`src/rtl/ntt_mem_arbiter.sv`:
```
// ntt_mem_arbiter: shares one memory port among NUM_CORES engine DMA ports.
// Per-beat round-robin grant; in-order read returns routed back via a tag FIFO.
//
// Ports:
//   clk, rst            clock and synchronous active-high reset
//   core_req/we         per-core request and write enable
//   core_addr/wdata     per-core packed address and write data
//   core_gnt            comb one-hot grant (beat accepted by memory this cycle)
//   core_valid/rdata    registered read-return strobe and shared read data
//   mem_req/we/addr/wdata  comb beat presented to memory
//   mem_gnt             memory accepts the presented beat
//   mem_rvalid/rdata    in-order read response from memory
//   outstanding         registered count of reads issued, not yet returned
//   err_orphan          sticky: response arrived with no outstanding read
module ntt_mem_arbiter #(
    parameter int NUM_CORES = 4,
    parameter int ADDR_W    = 48,
    parameter int DATA_W    = 64,
    parameter int TAG_DEPTH = 16
) (
    input  logic                        clk,
    input  logic                        rst,
    input  logic [NUM_CORES-1:0]        core_req,
    input  logic [NUM_CORES-1:0]        core_we,
    input  logic [NUM_CORES*ADDR_W-1:0] core_addr,
    input  logic [NUM_CORES*DATA_W-1:0] core_wdata,
    output logic [NUM_CORES-1:0]        core_gnt,
    output logic [NUM_CORES-1:0]        core_valid,
    output logic [DATA_W-1:0]           core_rdata,
    output logic                        mem_req,
    output logic                        mem_we,
    output logic [ADDR_W-1:0]           mem_addr,
    output logic [DATA_W-1:0]           mem_wdata,
    input  logic                        mem_gnt,
    input  logic                        mem_rvalid,
    input  logic [DATA_W-1:0]           mem_rdata,
    output logic [$clog2(TAG_DEPTH):0]  outstanding,
    output logic                        err_orphan
);

    localparam int IDX_W = $clog2(NUM_CORES);
    localparam int PTR_W = $clog2(TAG_DEPTH);
    localparam int CNT_W = PTR_W + 1;

    logic [IDX_W-1:0]     rr_ptr_q, rr_ptr_d;
    logic [PTR_W-1:0]     wr_ptr_q, wr_ptr_d;
    logic [PTR_W-1:0]     rd_ptr_q, rd_ptr_d;
    logic [CNT_W-1:0]     count_q, count_d;
    logic [IDX_W-1:0]     tag_mem_q [TAG_DEPTH];
    logic [IDX_W-1:0]     tag_mem_d [TAG_DEPTH];
    logic [NUM_CORES-1:0] core_valid_q, core_valid_d;
    logic [DATA_W-1:0]    core_rdata_q, core_rdata_d;
    logic                 err_orphan_q, err_orphan_d;

    logic [ADDR_W-1:0]    addr_arr  [NUM_CORES];
    logic [DATA_W-1:0]    wdata_arr [NUM_CORES];

    logic [NUM_CORES-1:0] eligible;
    logic                 fifo_full;
    logic                 fifo_empty;
    logic [IDX_W-1:0]     sel;
    logic                 found;
    logic [IDX_W:0]       cand_sum;
    logic [IDX_W-1:0]     cand;
    logic                 grant;
    logic                 push;
    logic                 pop;

    for (genvar i = 0; i < NUM_CORES; i++) begin : g_unpack
        assign addr_arr[i]  = core_addr[i*ADDR_W +: ADDR_W];
        assign wdata_arr[i] = core_wdata[i*DATA_W +: DATA_W];
    end

    // Full check uses the pre-pop count: a same-cycle pop never frees a slot
    // for a read in that cycle. Writes never occupy tags, so they bypass it.
    assign fifo_full  = (count_q == CNT_W'(TAG_DEPTH));
    assign fifo_empty = (count_q == '0);
    assign eligible   = core_req & (core_we | {NUM_CORES{~fifo_full}});

    // First eligible index at or after rr_ptr, wrapping modulo NUM_CORES.
    always_comb begin
        sel      = '0;
        found    = 1'b0;
        cand_sum = '0;
        cand     = '0;
        for (int k = 0; k < NUM_CORES; k++) begin
            cand_sum = {1'b0, rr_ptr_q} + (IDX_W+1)'(k);
            if (cand_sum >= (IDX_W+1)'(NUM_CORES)) begin
                cand_sum = cand_sum - (IDX_W+1)'(NUM_CORES);
            end
            cand = cand_sum[IDX_W-1:0];
            if (!found && eligible[cand]) begin
                sel   = cand;
                found = 1'b1;
            end
        end
    end

    assign mem_req = found;
    assign grant   = found & mem_gnt;
    assign push    = grant & ~core_we[sel];
    assign pop     = mem_rvalid & ~fifo_empty;

    always_comb begin
        mem_we    = 1'b0;
        mem_addr  = '0;
        mem_wdata = '0;
        core_gnt  = '0;
        if (found) begin
            mem_we    = core_we[sel];
            mem_addr  = addr_arr[sel];
            mem_wdata = wdata_arr[sel];
        end
        if (grant) begin
            core_gnt = NUM_CORES'(1) << sel;
        end
    end

    always_comb begin
        rr_ptr_d     = rr_ptr_q;
        wr_ptr_d     = wr_ptr_q;
        rd_ptr_d     = rd_ptr_q;
        count_d      = count_q;
        tag_mem_d    = tag_mem_q;
        core_valid_d = '0;
        core_rdata_d = core_rdata_q;
        err_orphan_d = err_orphan_q;

        if (grant) begin
            if (sel == IDX_W'(NUM_CORES - 1)) begin
                rr_ptr_d = '0;
            end else begin
                rr_ptr_d = sel + IDX_W'(1);
            end
        end

        if (push) begin
            tag_mem_d[wr_ptr_q] = sel;
            wr_ptr_d            = wr_ptr_q + PTR_W'(1);
        end

        if (pop) begin
            core_valid_d = NUM_CORES'(1) << tag_mem_q[rd_ptr_q];
            core_rdata_d = mem_rdata;
            rd_ptr_d     = rd_ptr_q + PTR_W'(1);
        end

        if (push && !pop) begin
            count_d = count_q + CNT_W'(1);
        end else if (pop && !push) begin
            count_d = count_q - CNT_W'(1);
        end

        if (mem_rvalid && fifo_empty) begin
            err_orphan_d = 1'b1;
        end
    end

    always_ff @(posedge clk) begin
        if (rst) begin
            rr_ptr_q     <= '0;
            wr_ptr_q     <= '0;
            rd_ptr_q     <= '0;
            count_q      <= '0;
            core_valid_q <= '0;
            core_rdata_q <= '0;
            err_orphan_q <= 1'b0;
        end else begin
            rr_ptr_q     <= rr_ptr_d;
            wr_ptr_q     <= wr_ptr_d;
            rd_ptr_q     <= rd_ptr_d;
            count_q      <= count_d;
            core_valid_q <= core_valid_d;
            core_rdata_q <= core_rdata_d;
            err_orphan_q <= err_orphan_d;
        end
    end

    // Tag storage needs no reset: entries are only read below count_q.
    always_ff @(posedge clk) begin
        tag_mem_q <= tag_mem_d;
    end

    assign core_valid  = core_valid_q;
    assign core_rdata  = core_rdata_q;
    assign outstanding = count_q;
    assign err_orphan  = err_orphan_q;

endmodule

```
`config.mk`:
```
export PLATFORM = sky130hd
export DESIGN_NAME = ntt_mem_arbiter
export DESIGN_NICKNAME = d
export VERILOG_FILES = /design/src/rtl/ntt_mem_arbiter.sv
export SDC_FILE = /design/constraint.sdc
export NUM_CORES = 1
export LEC_CHECK = 0
export CAP_MARGIN = 20
export CORE_AREA = 4 4 280 282
export CTS_CLUSTER_DIAMETER = 150
export DETAILED_ROUTE_END_ITERATION = 10
export DIE_AREA = 0 0 284 286
export GPL_TIMING_DRIVEN = 0
export HOLD_SLACK_MARGIN = 0.03
export PLACE_DENSITY = 0.45
export SKIP_LAST_GASP = 1
export SLEW_MARGIN = 10
export SYNTH_ARGS = -nofsm -noshare
export SYNTH_HDL_FRONTEND = slang
export SYNTH_SLANG_ARGS = --single-unit
```
`constraint.sdc`:
```
create_clock -name clk -period 7.05 [get_ports clk]
set_clock_uncertainty 0.05 [all_clocks]
set_input_delay 1.7625 -clock clk [delete_from_list [all_inputs] [get_ports clk]]
set_output_delay 1.7625 -clock clk [all_outputs]
set_load 0.005 [all_outputs]
```
# [Yosys cells after proc, flatten, opt, wreduce, memory -nomap -nowiden]
# Index checks and enable logic that the tools add are counted.
[word_totals] ff_bits=116 latchBits=0 ramBits=0 rom_bits=0 word_cells=120 memories=0
[op_classes] add_sub_neg=12 mul=0 n_div=0 n_lt_le_gt_ge=13 n_eq_ne=2 shift=2 n_mux=41 n_bitwise=12 n_reduce_logical=15
[ops] operator="two-way mux 64 bit" count=3
[ops] operator="two-way mux 48 bit" count=3
[ops] operator="binary-select mux 64 bit (select 2 bit)" count=1
[ops] operator="binary-select mux 48 bit (select 2 bit)" count=1
[ops] operator="bitwise mux 32 bit" count=1
[ops] operator="two-way mux 2 bit" count=12
[ops] operator="< comparator 2 x 3 -> 1 bit (second input constant)" count=5
[ops] operator="greater-or-equal comparator 3 bit (second input constant)" count=4
[ops] operator="binary-select mux 1 bit (select 2 bit)" count=5
[ops] operator="greater-or-equal comparator 5 bit (second input constant)" count=2
[ops] operator="two-way mux 1 bit" count=10
[ops] operator="two-way mux 5 bit" count=2
[ops] operator="NOT 4 -> 5 bit" count=2
[ops] operator="adder 4 x 1 -> 4 bit (second input constant)" count=2
[ops] operator="binary-select mux 2 bit (select 4 bit)" count=1
[ops] operator="demux 2 bit (select 4 bit)" count=1
[ops] operator="<< shifter 1 x 2 -> 4 bit (first input constant)" count=2
[ops] operator="subtractor 2 x 1 -> 2 bit (second input constant)" count=4
[ops] operator="logical AND 1 bit" count=7
[ops] operator="adder 2 x 2 -> 3 bit (second input constant)" count=2
[ops] operator="adder 5 x 1 -> 5 bit (second input constant)" count=1
[ops] operator="== test 5 bit (second input constant)" count=1
[ops] operator="logical NOT 1 bit" count=5
[ops] operator="logical NOT 5 bit" count=1
[ops] operator="other kinds (14)" count=19

# [Depth between registers and ports, before layout]
[logic_depth] depth_word=24 depth_mapped=18

# [Worst setup path after synthesis]
# Ideal clock, no wire load.
[synth_path] kind="input to output" from="input port core_we[2]" to="output port core_gnt[1]" arrival_time_ns=3.773 required_ns=5.237 path_slack_ns=1.464 stages=9 path_cell_list="nand2b_1 o21ai_0 or3_4 and3_1 buf_2 buf_2 clkbuf_1 ha_1 and3_1"
[synth_between] elab_chain_cells=16 elab_cells_between_ends=27 cone_classes="1 x shift; 17 x mux; 3 x bitwise; 6 x reduce/logical"
[synth_rtl] element="from (decl)" line_no="24" source="input logic [NUM_CORES-1:0] core_we,"
[synth_rtl] element="OR 4 bit (*)" line_no="78" source="assign eligible = core_req & (core_we | {NUM_CORES{~fifo_full}});"
[synth_rtl] element="AND 4 bit (*)" line_no="78"
[synth_rtl] element="binary-select mux 1 bit (select 2 bit)" line_no="92" source="if (!found && eligible[cand]) begin"
[synth_rtl] element="two-way mux 1 bit (not written as such)" line_no="92"
[synth_rtl] element="two-way mux 1 bit" line_no="92"
[synth_rtl] element="logical NOT 1 bit" line_no="92"
[synth_rtl] element="logical AND 1 bit" line_no="92"
[synth_rtl] element="two-way mux 1 bit" line_no="92"
[synth_rtl] element="logical NOT 1 bit" line_no="92"
[synth_rtl] element="logical AND 1 bit" line_no="92"
[synth_rtl] element="two-way mux 1 bit" line_no="92"
[synth_rtl] element="logical NOT 1 bit" line_no="92"
[synth_rtl] element="logical AND 1 bit" line_no="92"
[synth_rtl] element="two-way mux 2 bit (*)" line_no="92"
[synth_rtl] element="net sel[0]" line_no="61" source="logic [IDX_W-1:0] sel;"
[synth_rtl] element="<< shifter 1 x 2 -> 4 bit (*)" line_no="115" source="core_gnt = NUM_CORES'(1) << sel;"
[synth_rtl] element="two-way mux 4 bit (*)" line_no="114" source="if (grant) begin"
[synth_rtl] element="to (decl)" line_no="27" source="output logic [NUM_CORES-1:0] core_gnt,"
# The timed path passes the listed nets; every way through them passes the cells marked *. The select of a mux whose other input is x is not followed.

# [Worst setup path after layout]
[layout_path] from="input port core_we[3]" to="output port mem_wdata[62]"
[layout_between] elab_chain_cells=19 elab_cells_between_ends=29 cone_classes="20 x mux; 3 x bitwise; 6 x reduce/logical"
[layout_rtl] element="OR 4 bit (*)" line_no="78"
[layout_rtl] element="AND 4 bit (*)" line_no="78"
[layout_rtl] element="binary-select mux 1 bit (select 2 bit)" line_no="92"
[layout_rtl] element="two-way mux 1 bit (not written as such)" line_no="92"
[layout_rtl] element="two-way mux 1 bit" line_no="92"
[layout_rtl] element="logical NOT 1 bit" line_no="92"
[layout_rtl] element="logical AND 1 bit" line_no="92"
[layout_rtl] element="two-way mux 1 bit" line_no="92"
[layout_rtl] element="[... 2 more ...]"
[layout_rtl] element="two-way mux 1 bit" line_no="92"
[layout_rtl] element="logical NOT 1 bit" line_no="92"
[layout_rtl] element="logical AND 1 bit" line_no="92"
[layout_rtl] element="two-way mux 2 bit" line_no="92"
[layout_rtl] element="NOT 2 -> 3 bit (not written as such)" line_no="112" source="mem_wdata = wdata_arr[sel];"
[layout_rtl] element="binary-select mux 64 bit (select 2 bit)" line_no="112"
[layout_rtl] element="two-way mux 64 bit (not written as such) (2 in series)" line_no="112"
[layout_rtl] element="two-way mux 64 bit (*)" line_no="109" source="if (found) begin"
[layout_rtl] element="to (decl)" line_no="33" source="output logic [DATA_W-1:0] mem_wdata,"
# Every way passes the cells marked *; elsewhere a longest branch is shown, timed or not. The select of a mux whose other input is x is not followed.

==> impl_metrics.yaml <==
synthesis:
  yosysTopAreaCell: "dfxtp_1"
  ys.flop_type: "dfxtp_1"
  synth-edff-count: 32
  yosys.area.top_type_share: 0.191
  ys_seq_area_frac: 0.300
  ys_warn_count: 0
  yosysUniqueCellTypes: 56
  netlist_area_mm2: 0.00880
  synthTopCellsByArea: "dfxtp_1 19%, nand2_1 16%, mux2_2 15%"
  syn_nets: 1692
  synthArstFlopShare: 0
  syn-instance-count: 1154
  ys_seq_elements: 116
  avgSynthCellArea_um2: 7.63
run:
  cap_violations: 0
floorplan:
  die_w_um: 284
  rows: 101
  core_region_area_mm2: 0.0757
  die_height_um: 286
  ios: 716
  dieArea_mm2: 0.0812
  initial_core_util: 0.116
route:
  drtPass1Iterations: 5
  vias: 11700
  drc: 0
  drt_wl_total_um: 60700
  drt_iter0_markers: 661
  vias_per_cell: 4.04
  drtAntennaViolNets: 0
  wl_per_cell_um: 21.1
setup_path:
  slowest_delay_ps: 630
  crit_family: "buffers and inverters"
  path_max_fanout: 10
  crit_start: "core_we[3]"
  path_cells: "clkdlybuf4s50_1, o31ai_4, buf_4, a221oi_4, nand2_2, buf_4, buf_4, buf_4, buf_2, nand2_1, a311oi_4, clkdlybuf4s50_1"
  critPathSlowestCell: "clkdlybuf4s50_1"
  cpMostUsedCell: "buf_4"
  r2r_start: "outstanding[0]"
  cp.arrival_ps: 5110
  worstSetupPathType: "in -> out"
  worstPathRequired_ps: 5240
  start_kind: "input pin"
  end_kind: "output port"
  worst-path-buf-inv: 7
cells_and_area:
  final_cells: 2884
  fillers: 8262
  nets: 2427
  regArea_mm2: 0.00264
  drive_above_1_share: 0.129
  area_growth_pct: 105
  layout_commonest_cell: "clkdlybuf4s50_1"
  multi_input_area_mm2: 0.00577
  layout_common_cells: "706 x clkdlybuf4s50_1, 365 x nand2_1, 131 x nor2_1"
clock_tree:
  clk_pin_slew_ps: 50
  cts_sinks: 116
  cts_tree: "built"
  cts_buffers: 17
  htree_num_levels: 4
  clockBufferDepth: 2
  root_buffer: "clkbuf_16"
  clk-insertion-delay-late_ps: 420
sta:
  period_needed_ps: 6920
  worst_pin_slew_ps: 1080
  setup_slack_ps: 131
  drv_slew: 0
  rsz0062_at_grt: "yes"
  timing.final.hold_violations: 0
  fin_crit_sh: 0.981
  relSlewSlack: 0.272
  setup_violations: 0
  fmax_ghz: 0.145
power:
  power.density_mw_per_mm2: 273
  p_comb_frac: 0.658
  leakagePower_nw: 6.48
  clockPowerShare: 0.162
  vdd_drop_max_mv: 0.191
  p_sw_mw: 2.02
  p_int_mw: 2.89
  netSwitchingFraction: 0.412
  seqPwrFrac: 0.180
global_routing:
  grt_max_degree: 28
  grt_overflow: 0
  track_usage: 0.138
  grt_pass1_wl_um: 82800
  antenna_found_initial: 8
  grt_pass1_vias: 11800
placement:
  place_congestion: 0.948
  hpwl_um: 51300
  dp_slack_ps: -841
  port_buffers: 714
  place_inst: 2847
outcome:
  status: "finished, final reports clean"
min_path:
  hold_class: "reg -> reg"
  hp-start: "core_rdata[56]"
## per-stage QoR
stage	total power [mW]	TNS, ps	instance area [µm²]	util	hold WS (ps)
floorplan	2.30	0	8800	-	403
global placement	4.07	-66280	17200	0.227	392
detailed placement	4.08	-63440	17200	0.227	397
CTS	4.95	-45.5	17900	0.236	405
global route	5.25	-80.7	18000	0.238	423
finish	4.91	0	18000	0.238	400
## cells by family (layout without fill, tap and decap cells)
logic type / count (synthesis) / count (layout) / share of synthesized area
other: 0 / 6 / 0
muxes: 128 / 128 / 0.169
and+or+nand+nor: 545 / 545 / 0.251
DFF: 116 / 116 / 0.300
adders and majority gates: 14 / 14 / 0.0208
xor gates and xnor gates: 7 / 7 / 0.00697
AOI/OAI and AO/OA: 223 / 223 / 0.186
buffers and inverters: 121 / 867 / 0.0664
## state kept, by name (all words and copies together) (netlist names)
register     flops
wr_ptr_q         4
rr_ptr_q         2
core_valid       4
err_orphan       1
outstanding      5
tag_mem_q       32
rd_ptr_q         4
core_rdata      64
## repair_timing
item | CTS | global route
setup endpoints to repair | 117 | 72
pin swaps | 2 | 3
gates cloned | 0 | 0
gates resized for setup | 41 | 32
buffers inserted | 0 | 2
hold buffers | 0 | 0
## power groups by stage
stage	registers [mW]	logic [mW]	clock network (mW)
5_1_grt	0.897	3.50	0.851
4_1_cts	0.885	3.25	0.817
3_3_place_gp	0.893	3.18	0
6_report	0.883	3.23	0.794
2_1_floorplan	0.891	1.41	0
3_5_place_dp	0.897	3.18	0
## cell type report
cell class                 instances  share of cell area
buffer                           105              0.0322
multi-input combinational        917               0.320
tap                              978              0.0680
sequential                       116               0.147
antenna                            6            0.000834
clock buffer                      21              0.0274
clock inverter                     9             0.00292
inverter                          15             0.00327
timing repair buffer             717               0.398
## routing by layer
metal,track usage,share of wire,up-vias
li1,-,-,5561
met1,0.169,0.41,5468
met2,0.234,0.48,554
met3,0.0401,0.076,67
met4,0.0423,0.026,2
met5,0,0.00020,-
## Yosys cell counts, drive strengths merged (3+ instances only)
cell type  instances
mux4               4
inv               15
a22oi              3
a21oi             76
nor2b              4
edfxtp            32
xnor2              3
nand2b             5
nand2            366
nand4              5
and3               6
buf               53
nor3b             12
o21ai              9
nor2             131
clkbuf            53
dfxtp             84
nor4b              5
a311oi           113
mux2             119
a21o               4
ha                13
xor2               4
mux2i              5
## path summary, 6_finish.rpt
| kind | depth (start not counted) | end | slack (ps) |
|---|---|---|---|
| max reg2reg | 17 | outstanding[4] | 2530 |
| max | 12 | mem_wdata[62] | 130 |
| min reg2reg | 2 | core_rdata[56] | 400 |
| min | 2 | core_rdata[56] | 400 |
## tightest hold or removal path: cells and delay by family (launching register included)
family,cells,cell delay (ps)
simple gates,1,50
flops,1,300
compound gates,1,50
Power figures use the tool's default switching activity.
